[src/rtl/rx_dsp_ctrl_pkg.sv]
// Shared definitions for the RX DSP configuration sequencer.
//   state_e         : sequencer FSM states
//   DEF_*_CYCLES    : default drain / reset / settle durations
//   CFG_WORD_WIDTH  : config word width, shared with the FIR array
//   max3()          : helper used to size the shared cycle counter
package rx_dsp_ctrl_pkg;

  typedef enum logic [2:0] {
    ST_IDLE,
    ST_DRAIN,
    ST_RST,
    ST_LOAD,
    ST_SETTLE,
    ST_ABRST
  } state_e;

  localparam int unsigned DEF_DRAIN_CYCLES  = 16;
  localparam int unsigned DEF_RST_CYCLES    = 4;
  localparam int unsigned DEF_SETTLE_CYCLES = 32;
  localparam int unsigned CFG_WORD_WIDTH    = 32;

  function automatic int unsigned max3(input int unsigned a, input int unsigned b,
                                       input int unsigned c);
    int unsigned m;
    m = a;
    if (b > m) m = b;
    if (c > m) m = c;
    return m;
  endfunction

endpackage

[src/rtl/rx_cfg_ram.sv]
// Config word RAM: simple dual-port synchronous RAM, one write port and one
// read port, read latency 1. The array is not reset; the read register is,
// so the word it presents is 0 out of reset. The read register only updates
// when re is high, so its output holds the last word read.
// Ports:
//   clk, rst_n          clock, async active-low reset (read register only)
//   we, waddr, wdata    write port
//   re, raddr, rdata    read port (rdata valid the cycle after re)
module rx_cfg_ram
  import rx_dsp_ctrl_pkg::*;
#(
  parameter int unsigned WIDTH   = CFG_WORD_WIDTH,
  parameter int unsigned ADDR_W  = 6
) (
  input  logic              clk,
  input  logic              rst_n,
  input  logic              we,
  input  logic [ADDR_W-1:0] waddr,
  input  logic [WIDTH-1:0]  wdata,
  input  logic              re,
  input  logic [ADDR_W-1:0] raddr,
  output logic [WIDTH-1:0]  rdata
);

  logic [WIDTH-1:0] mem [2**ADDR_W];
  logic [WIDTH-1:0] rdata_q;

  always_ff @(posedge clk) begin
    if (we) mem[waddr] <= wdata;
  end

  always_ff @(posedge clk or negedge rst_n) begin
    if (!rst_n)  rdata_q <= '0;
    else if (re) rdata_q <= mem[raddr];
  end

  assign rdata = rdata_q;

endmodule

[src/rtl/rx_dsp_cfg_sequencer.sv]
// RX FIR decimation chain reconfiguration sequencer (DSP clock domain).
// On start: holds the datapath (dp_hold) for DRAIN_CYCLES, pulses cfg_rst for
// RST_CYCLES, streams min(count, 2**DEPTH_BITS) preloaded RAM words on
// cfg_valid/cfg_data, waits SETTLE_CYCLES, then pulses done and releases.
// abort while busy forces a RST_CYCLES cfg_rst, then pulses aborted.
// Ports:
//   clk, rst_n                  DSP clock, async active-low reset
//   wr_en, wr_addr, wr_data     host RAM write (dropped while busy)
//   wr_rej                      pulse: previous-cycle write was dropped
//   start, count, abort         sequence control
//   busy, done, aborted         status
//   dp_hold, cfg_rst            datapath hold, FIR config reset
//   cfg_valid, cfg_data         config word stream
//   cfg_chksum                  sum of words of last LOAD (RX_CFG_CHKSUM_EN only)
// Optional feature macro: RX_CFG_CHKSUM_EN
module rx_dsp_cfg_sequencer
  import rx_dsp_ctrl_pkg::*;
#(
  parameter int unsigned CFG_WIDTH     = CFG_WORD_WIDTH,
  parameter int unsigned DEPTH_BITS    = 6,
  parameter int unsigned DRAIN_CYCLES  = DEF_DRAIN_CYCLES,
  parameter int unsigned RST_CYCLES    = DEF_RST_CYCLES,
  parameter int unsigned SETTLE_CYCLES = DEF_SETTLE_CYCLES
) (
  input  logic                  clk,
  input  logic                  rst_n,
  input  logic                  wr_en,
  input  logic [DEPTH_BITS-1:0] wr_addr,
  input  logic [CFG_WIDTH-1:0]  wr_data,
  output logic                  wr_rej,
  input  logic                  start,
  input  logic [DEPTH_BITS:0]   count,
  input  logic                  abort,
  output logic                  busy,
  output logic                  done,
  output logic                  aborted,
  output logic                  dp_hold,
  output logic                  cfg_rst,
  output logic                  cfg_valid,
`ifdef RX_CFG_CHKSUM_EN
  output logic [CFG_WIDTH-1:0]  cfg_chksum,
`endif
  output logic [CFG_WIDTH-1:0]  cfg_data
);

  if (DRAIN_CYCLES == 0 || RST_CYCLES == 0 || SETTLE_CYCLES == 0) begin : g_bad_params
    $error("rx_dsp_cfg_sequencer: DRAIN/RST/SETTLE cycle parameters must be non-zero");
  end

  localparam int unsigned CW = $clog2(max3(DRAIN_CYCLES, RST_CYCLES, SETTLE_CYCLES) + 1);
  localparam logic [CW-1:0] DRAIN_LD  = CW'(DRAIN_CYCLES - 1);
  localparam logic [CW-1:0] RST_LD    = CW'(RST_CYCLES - 1);
  localparam logic [CW-1:0] SETTLE_LD = CW'(SETTLE_CYCLES - 1);
  localparam logic [CW-1:0] CYC_ONE   = CW'(1);
  localparam logic [DEPTH_BITS:0] MAX_WORDS = {1'b1, {DEPTH_BITS{1'b0}}};
  localparam logic [DEPTH_BITS:0] WORD_ONE  = (DEPTH_BITS + 1)'(1);
  localparam logic SETTLE_IS_ONE = (SETTLE_CYCLES == 1);

  state_e                state_q;
  logic [CW-1:0]         cyc_q;
  logic [DEPTH_BITS:0]   cnt_q;
  logic [DEPTH_BITS:0]   rd_cnt_q;
  logic                  busy_q, done_q, aborted_q, dp_hold_q;
  logic                  cfg_rst_q, cfg_valid_q, wr_rej_q;
  logic                  rd_en;
  logic                  ram_we;
  logic [CFG_WIDTH-1:0]  rdata;
`ifdef RX_CFG_CHKSUM_EN
  logic [CFG_WIDTH-1:0]  chksum_q;
`endif

  assign ram_we = wr_en && !busy_q;

  // Reads are issued one cycle ahead of cfg_valid: the first in the last RST
  // cycle, then back to back in LOAD until cnt_q words have been read.
  always_comb begin
    rd_en = 1'b0;
    if (!abort) begin
      case (state_q)
        ST_RST:  rd_en = (cyc_q == '0) && (cnt_q != '0);
        ST_LOAD: rd_en = (rd_cnt_q != cnt_q);
        default: rd_en = 1'b0;
      endcase
    end
  end

  rx_cfg_ram #(
    .WIDTH  (CFG_WIDTH),
    .ADDR_W (DEPTH_BITS)
  ) u_ram (
    .clk   (clk),
    .rst_n (rst_n),
    .we    (ram_we),
    .waddr (wr_addr),
    .wdata (wr_data),
    .re    (rd_en),
    .raddr (rd_cnt_q[DEPTH_BITS-1:0]),
    .rdata (rdata)
  );

  always_ff @(posedge clk or negedge rst_n) begin
    if (!rst_n) begin
      state_q     <= ST_IDLE;
      cyc_q       <= '0;
      cnt_q       <= '0;
      rd_cnt_q    <= '0;
      busy_q      <= 1'b0;
      done_q      <= 1'b0;
      aborted_q   <= 1'b0;
      dp_hold_q   <= 1'b0;
      cfg_rst_q   <= 1'b0;
      cfg_valid_q <= 1'b0;
      wr_rej_q    <= 1'b0;
`ifdef RX_CFG_CHKSUM_EN
      chksum_q    <= '0;
`endif
    end else begin
      done_q      <= 1'b0;
      aborted_q   <= 1'b0;
      wr_rej_q    <= wr_en && busy_q;
      cfg_valid_q <= rd_en;
      if (rd_en) rd_cnt_q <= rd_cnt_q + WORD_ONE;
`ifdef RX_CFG_CHKSUM_EN
      if (cfg_valid_q) chksum_q <= chksum_q + rdata;
`endif

      if (busy_q && abort && state_q != ST_ABRST) begin
        state_q   <= ST_ABRST;
        cfg_rst_q <= 1'b1;
        cyc_q     <= RST_LD;
      end else begin
        case (state_q)
          ST_IDLE: begin
            if (start && !abort) begin
              state_q   <= ST_DRAIN;
              cyc_q     <= DRAIN_LD;
              cnt_q     <= (count > MAX_WORDS) ? MAX_WORDS : count;
              rd_cnt_q  <= '0;
              busy_q    <= 1'b1;
              dp_hold_q <= 1'b1;
            end
          end
          ST_DRAIN: begin
            if (cyc_q == '0) begin
              state_q   <= ST_RST;
              cfg_rst_q <= 1'b1;
              cyc_q     <= RST_LD;
`ifdef RX_CFG_CHKSUM_EN
              chksum_q  <= '0;
`endif
            end else begin
              cyc_q <= cyc_q - CYC_ONE;
            end
          end
          ST_RST: begin
            if (cyc_q == '0) begin
              cfg_rst_q <= 1'b0;
              if (cnt_q == '0) begin
                state_q <= ST_SETTLE;
                cyc_q   <= SETTLE_LD;
                done_q  <= SETTLE_IS_ONE;
              end else begin
                state_q <= ST_LOAD;
              end
            end else begin
              cyc_q <= cyc_q - CYC_ONE;
            end
          end
          ST_LOAD: begin
            if (!rd_en) begin
              state_q <= ST_SETTLE;
              cyc_q   <= SETTLE_LD;
              done_q  <= SETTLE_IS_ONE;
            end
          end
          ST_SETTLE: begin
            // done is registered, so it is raised one edge early to land on
            // the final SETTLE cycle.
            if (cyc_q == '0) begin
              state_q   <= ST_IDLE;
              busy_q    <= 1'b0;
              dp_hold_q <= 1'b0;
            end else begin
              cyc_q  <= cyc_q - CYC_ONE;
              done_q <= (cyc_q == CYC_ONE);
            end
          end
          ST_ABRST: begin
            if (cyc_q == '0) begin
              state_q   <= ST_IDLE;
              cfg_rst_q <= 1'b0;
              busy_q    <= 1'b0;
              dp_hold_q <= 1'b0;
              aborted_q <= 1'b1;
            end else begin
              cyc_q <= cyc_q - CYC_ONE;
            end
          end
          default: state_q <= ST_IDLE;
        endcase
      end
    end
  end

  assign busy      = busy_q;
  assign done      = done_q;
  assign aborted   = aborted_q;
  assign dp_hold   = dp_hold_q;
  assign cfg_rst   = cfg_rst_q;
  assign cfg_valid = cfg_valid_q;
  assign cfg_data  = rdata;
  assign wr_rej    = wr_rej_q;
`ifdef RX_CFG_CHKSUM_EN
  assign cfg_chksum = chksum_q;
`endif

endmodule
[config.mk]
export PLATFORM = sky130hd
export DESIGN_NAME = rx_dsp_cfg_sequencer
export DESIGN_NICKNAME = d
export VERILOG_FILES = /design/src/rtl/rx_dsp_ctrl_pkg.sv /design/src/rtl/rx_cfg_ram.sv /design/src/rtl/rx_dsp_cfg_sequencer.sv
export SDC_FILE = /design/constraint.sdc
export NUM_CORES = 2
export LEC_CHECK = 0
export ABC_AREA = 1
export ABC_CLOCK_PERIOD_IN_PS = 6200
export CORE_MARGIN = 2
export CORE_UTILIZATION = 35
export CTS_CLUSTER_SIZE = 28
export DETAILED_ROUTE_END_ITERATION = 8
export GPL_TIMING_DRIVEN = 1
export PLACE_DENSITY_LB_ADDON = 0.15
export SYNTH_ARGS = -nofsm -noshare
export SYNTH_HDL_FRONTEND = slang
export SYNTH_SLANG_ARGS = --single-unit
[constraint.sdc]
create_clock -name clk -period 6.2 [get_ports clk]
set_input_delay 1.55 -clock clk [delete_from_list [all_inputs] [get_ports clk]]
set_output_delay 1.55 -clock clk [all_outputs]
set_load 0.01 [all_outputs]
==> impl_metrics.csv <==
group,metric,value,unit
floorplan,initial_core_util,0.352,
drt,drc,0,
power_and_ir_drop,powerDensity,402,nW/um^2
drt,vias,58000,
critical_path,required,7030,ps
final_layout,post-route-util,0.400,
cts,h-tree-depth,4,
timing,timing.fmax,0.245,GHz
worst_hold_path,hp-class,"reg2reg",
critical_path,critical_path.max_fanout,78,
timing,fin_setup_tns,0,ps
timing,fin_skew,55.0,ps
power_and_ir_drop,clockPowerShare,0.335,
drt,ant_nets,0,
final_layout,area_delta_synth_final,13.5,%
placement,finalWeightedCongestion,0.892,
placement,dp_cells,11100,
floorplan,die_height,504,um
power_and_ir_drop,intPower,26.2,mW
run_status,outcome,"finished clean",
grt,overflow,0,
grt,grt_pass1_vias,54600,
cts,cts_tree,"built",
logic_synthesis,avgSynthCellArea,11.0,sq um
floorplan,num_io_pins,89,
placement,place_area,92100,sq um
logic_synthesis,synth_cell_types,32,
floorplan,rows,183,
logic_synthesis,synthTopCellsByArea,"edfxtp_1, nand2_1, nand3_1",
drt,wl_per_cell,25.1,um
final_layout,finalInstanceArea,99500,sq um
cts,clkTransAtPathRegs,60,ps
grt,antenna_found_initial,33,
logic_synthesis,synth_nets,8043,
logic_synthesis,seq_area_frac_synth,0.719,
grt,grt_max_degree,165,
floorplan,dieWidth,504,um
final_layout,drive_above_1_share,0.0731,
cts,cts_resized,0,
logic_synthesis,synth_area,87600,sq um
placement,dp_hpwl,171000,um
cts,cts_inserted_buffers,226,
cts,postCtsSetupBuffers,0,
grt,grt.total_usage,0.223,
final_layout,final_cells,11500,
timing,fin_ws,2120,ps
timing,setup-violations-final,0,
power_and_ir_drop,power,40.0,mW
timing,maxSlewViolCount,0,
timing,period_share,0.658,
cts,worstSkewPairLatency,890,ps
critical_path,endpoint_kind,"flop",
critical_path,cp-start-kind,"flop",
timing,rsz0062_at_grt,"false",
power_and_ir_drop,switching_share,0.346,
timing,whs,485,ps
worst_hold_path,min_from,"u_ram.rdata[17]",
cts,cts_buffer_depth,3,
critical_path,crit_arrival,4910,ps
critical_path,critPathKind,"reg2reg",
drt,drtIter0Drc,6443,
drt,drt_pre_antenna_iters,6,
timing,worstMarginPinSlew,1280,ps
logic_synthesis,synth_ff_type,"edfxtp_1",
logic_synthesis,synthArstFlopShare,0.0289,
drt,viasPerCell,5.02,
power_and_ir_drop,p_leak,37.1,nW
floorplan,coreArea,249000,sq um
timing,fin_crit,4080,ps
logic_synthesis,syn_inst,7990,
final_layout,nets,8052,
cts,cts_hold_buffers,0,
placement,place_ws,1440,ps
power_and_ir_drop,comb_power_share,0.262,
power_and_ir_drop,peakVddDrop,0.393,mV
logic_synthesis,synth_warnings,0,
run,cap_violations,0,
critical_path,crit_start,"rd_cnt_q[0]",
logic_synthesis,ys_ff_latch,2109,
timing,slew_headroom,0.145,
logic_synthesis,yosysTopAreaCell,"edfxtp_1",
timing,hold_viol,0,
placement,io_buffers,88,
grt,grt_pass1_wl,410000,um
logic_synthesis,netlist.area_leader.share,0.702,
power_and_ir_drop,power_frac_seq,0.404,
critical_path,crit-reg2reg-launch,"rd_cnt_q[0]",
cts,clkSinkCount,2109,
cts,root_buffer,"clkbuf_16",
logic_synthesis,synth_edf_count,2048,
floorplan,dieArea,254000,sq um
drt,wirelength,290000,um
power_and_ir_drop,power_switching,13.8,mW
==> layout make-up <==
cell class	count	area, sq um
fillers	24100	149000
flip-flops and latches	2109	63000
multi-input cells	5005	21200
clock buffers	300	6100
well taps	3330	4170
repair buffers	228	2100
inverters	429	1640
clock inverters	121	1180
diodes	17	42.5
==> placed cells by master, fill, tap and decap left out, drive strengths merged <==
cell type	Yosys	final
nand4	16	16
buf	321	173
nor2	867	867
nor4	9	9
clkinv	0	90
a211oi	1	1
or2	24	24
diode	0	17
nand3b	2	2
xnor2	2	2
inv	429	435
ha	3	3
clkdlybuf4s50	0	55
nor3	4	4
edfxtp	2048	2048
clkbuf	126	300
clkinvlp	0	7
nand3	861	861
xor2	8	8
o21ai	320	320
a21oi	138	138
dfrtp	61	61
nand2	2748	2748
o211ai	2	2
bufinv	0	18
==> cell usage after synthesis (15+ instances only) <==
cell type	instances
buf_4	52
nand4_1	15
o21ai_0	266
edfxtp_1	2048
nand3_1	860
clkbuf_1	126
nor2_1	863
o21ai_1	54
buf_1	46
inv_1	423
a21oi_1	137
dfrtp_1	61
or2_2	24
nand2_1	2744
buf_6	15
buf_2	207
==> power groups by stage <==
stage	logic, mW	registers (mW)	clock network, mW
after floorplan	6.67	16.2	0
after global placement	10.5	16.4	0
after detailed placement	10.5	16.5	0
after CTS	10.5	16.2	13.6
after global routing	11.5	16.2	14.1
final	10.5	16.2	13.4
==> metal layers <==
metal  vias up  GRT usage  wire (um)
met5         -          0         28
met4         4     0.0772      10100
met3       362     0.0389      19800
met2      1863      0.344     131000
met1     28800      0.319     130000
li1      26900          -          -
==> flip-flops by register name, indices dropped and copies added, names as in the netlist, 3 cells and up <==
register	cells
u_ram.mem	2048
u_ram.rdata	32
cnt_q	7
rd_cnt_q	7
cyc_q	6
state_q	3
==> cells by family (layout without fill, tap and decap cells) <==
group / count (synthesis) / after routing / synth area share
other: 0 / 17 / 0
adders and majority gates: 3 / 3 / 0.000429
and+or+nand+nor: 4531 / 4531 / 0.208
buffers and inverters: 876 / 1078 / 0.0441
xor gates and xnor gates: 10 / 10 / 0.00100
DFF: 2109 / 2109 / 0.719
AOI/OAI and AO/OA: 461 / 461 / 0.0266
==> path summary, 6_finish.rpt <==
| path | slack, ps | end | depth (start not counted) |
|---|---|---|---|
| max | 2120 | u_ram.rdata[2] | 13 |
| min | 480 | u_ram.rdata[17] | 2 |
| max reg2reg | 2120 | u_ram.rdata[2] | 13 |
| min reg2reg | 480 | u_ram.rdata[17] | 2 |
| max in group asynchronous | 4650 | rd_cnt_q[0] | 1 |
| min in group asynchronous | 790 | cyc_q[3] | 1 |
==> worst max-delay path, stage by stage (launching register included) <==
cell and delay, ps:
dfrtp_4 820, inv_8 690, buf_4 690, buf_4 350
nand2_1 80, nand2_1 60, nand2_1 80, nand3_1 130
nand3_1 190, nand2_1 140, nand3_1 250, nand2_1 140
nand2_1 60, nand2_1 70
(Power assumes the default switching activity.)
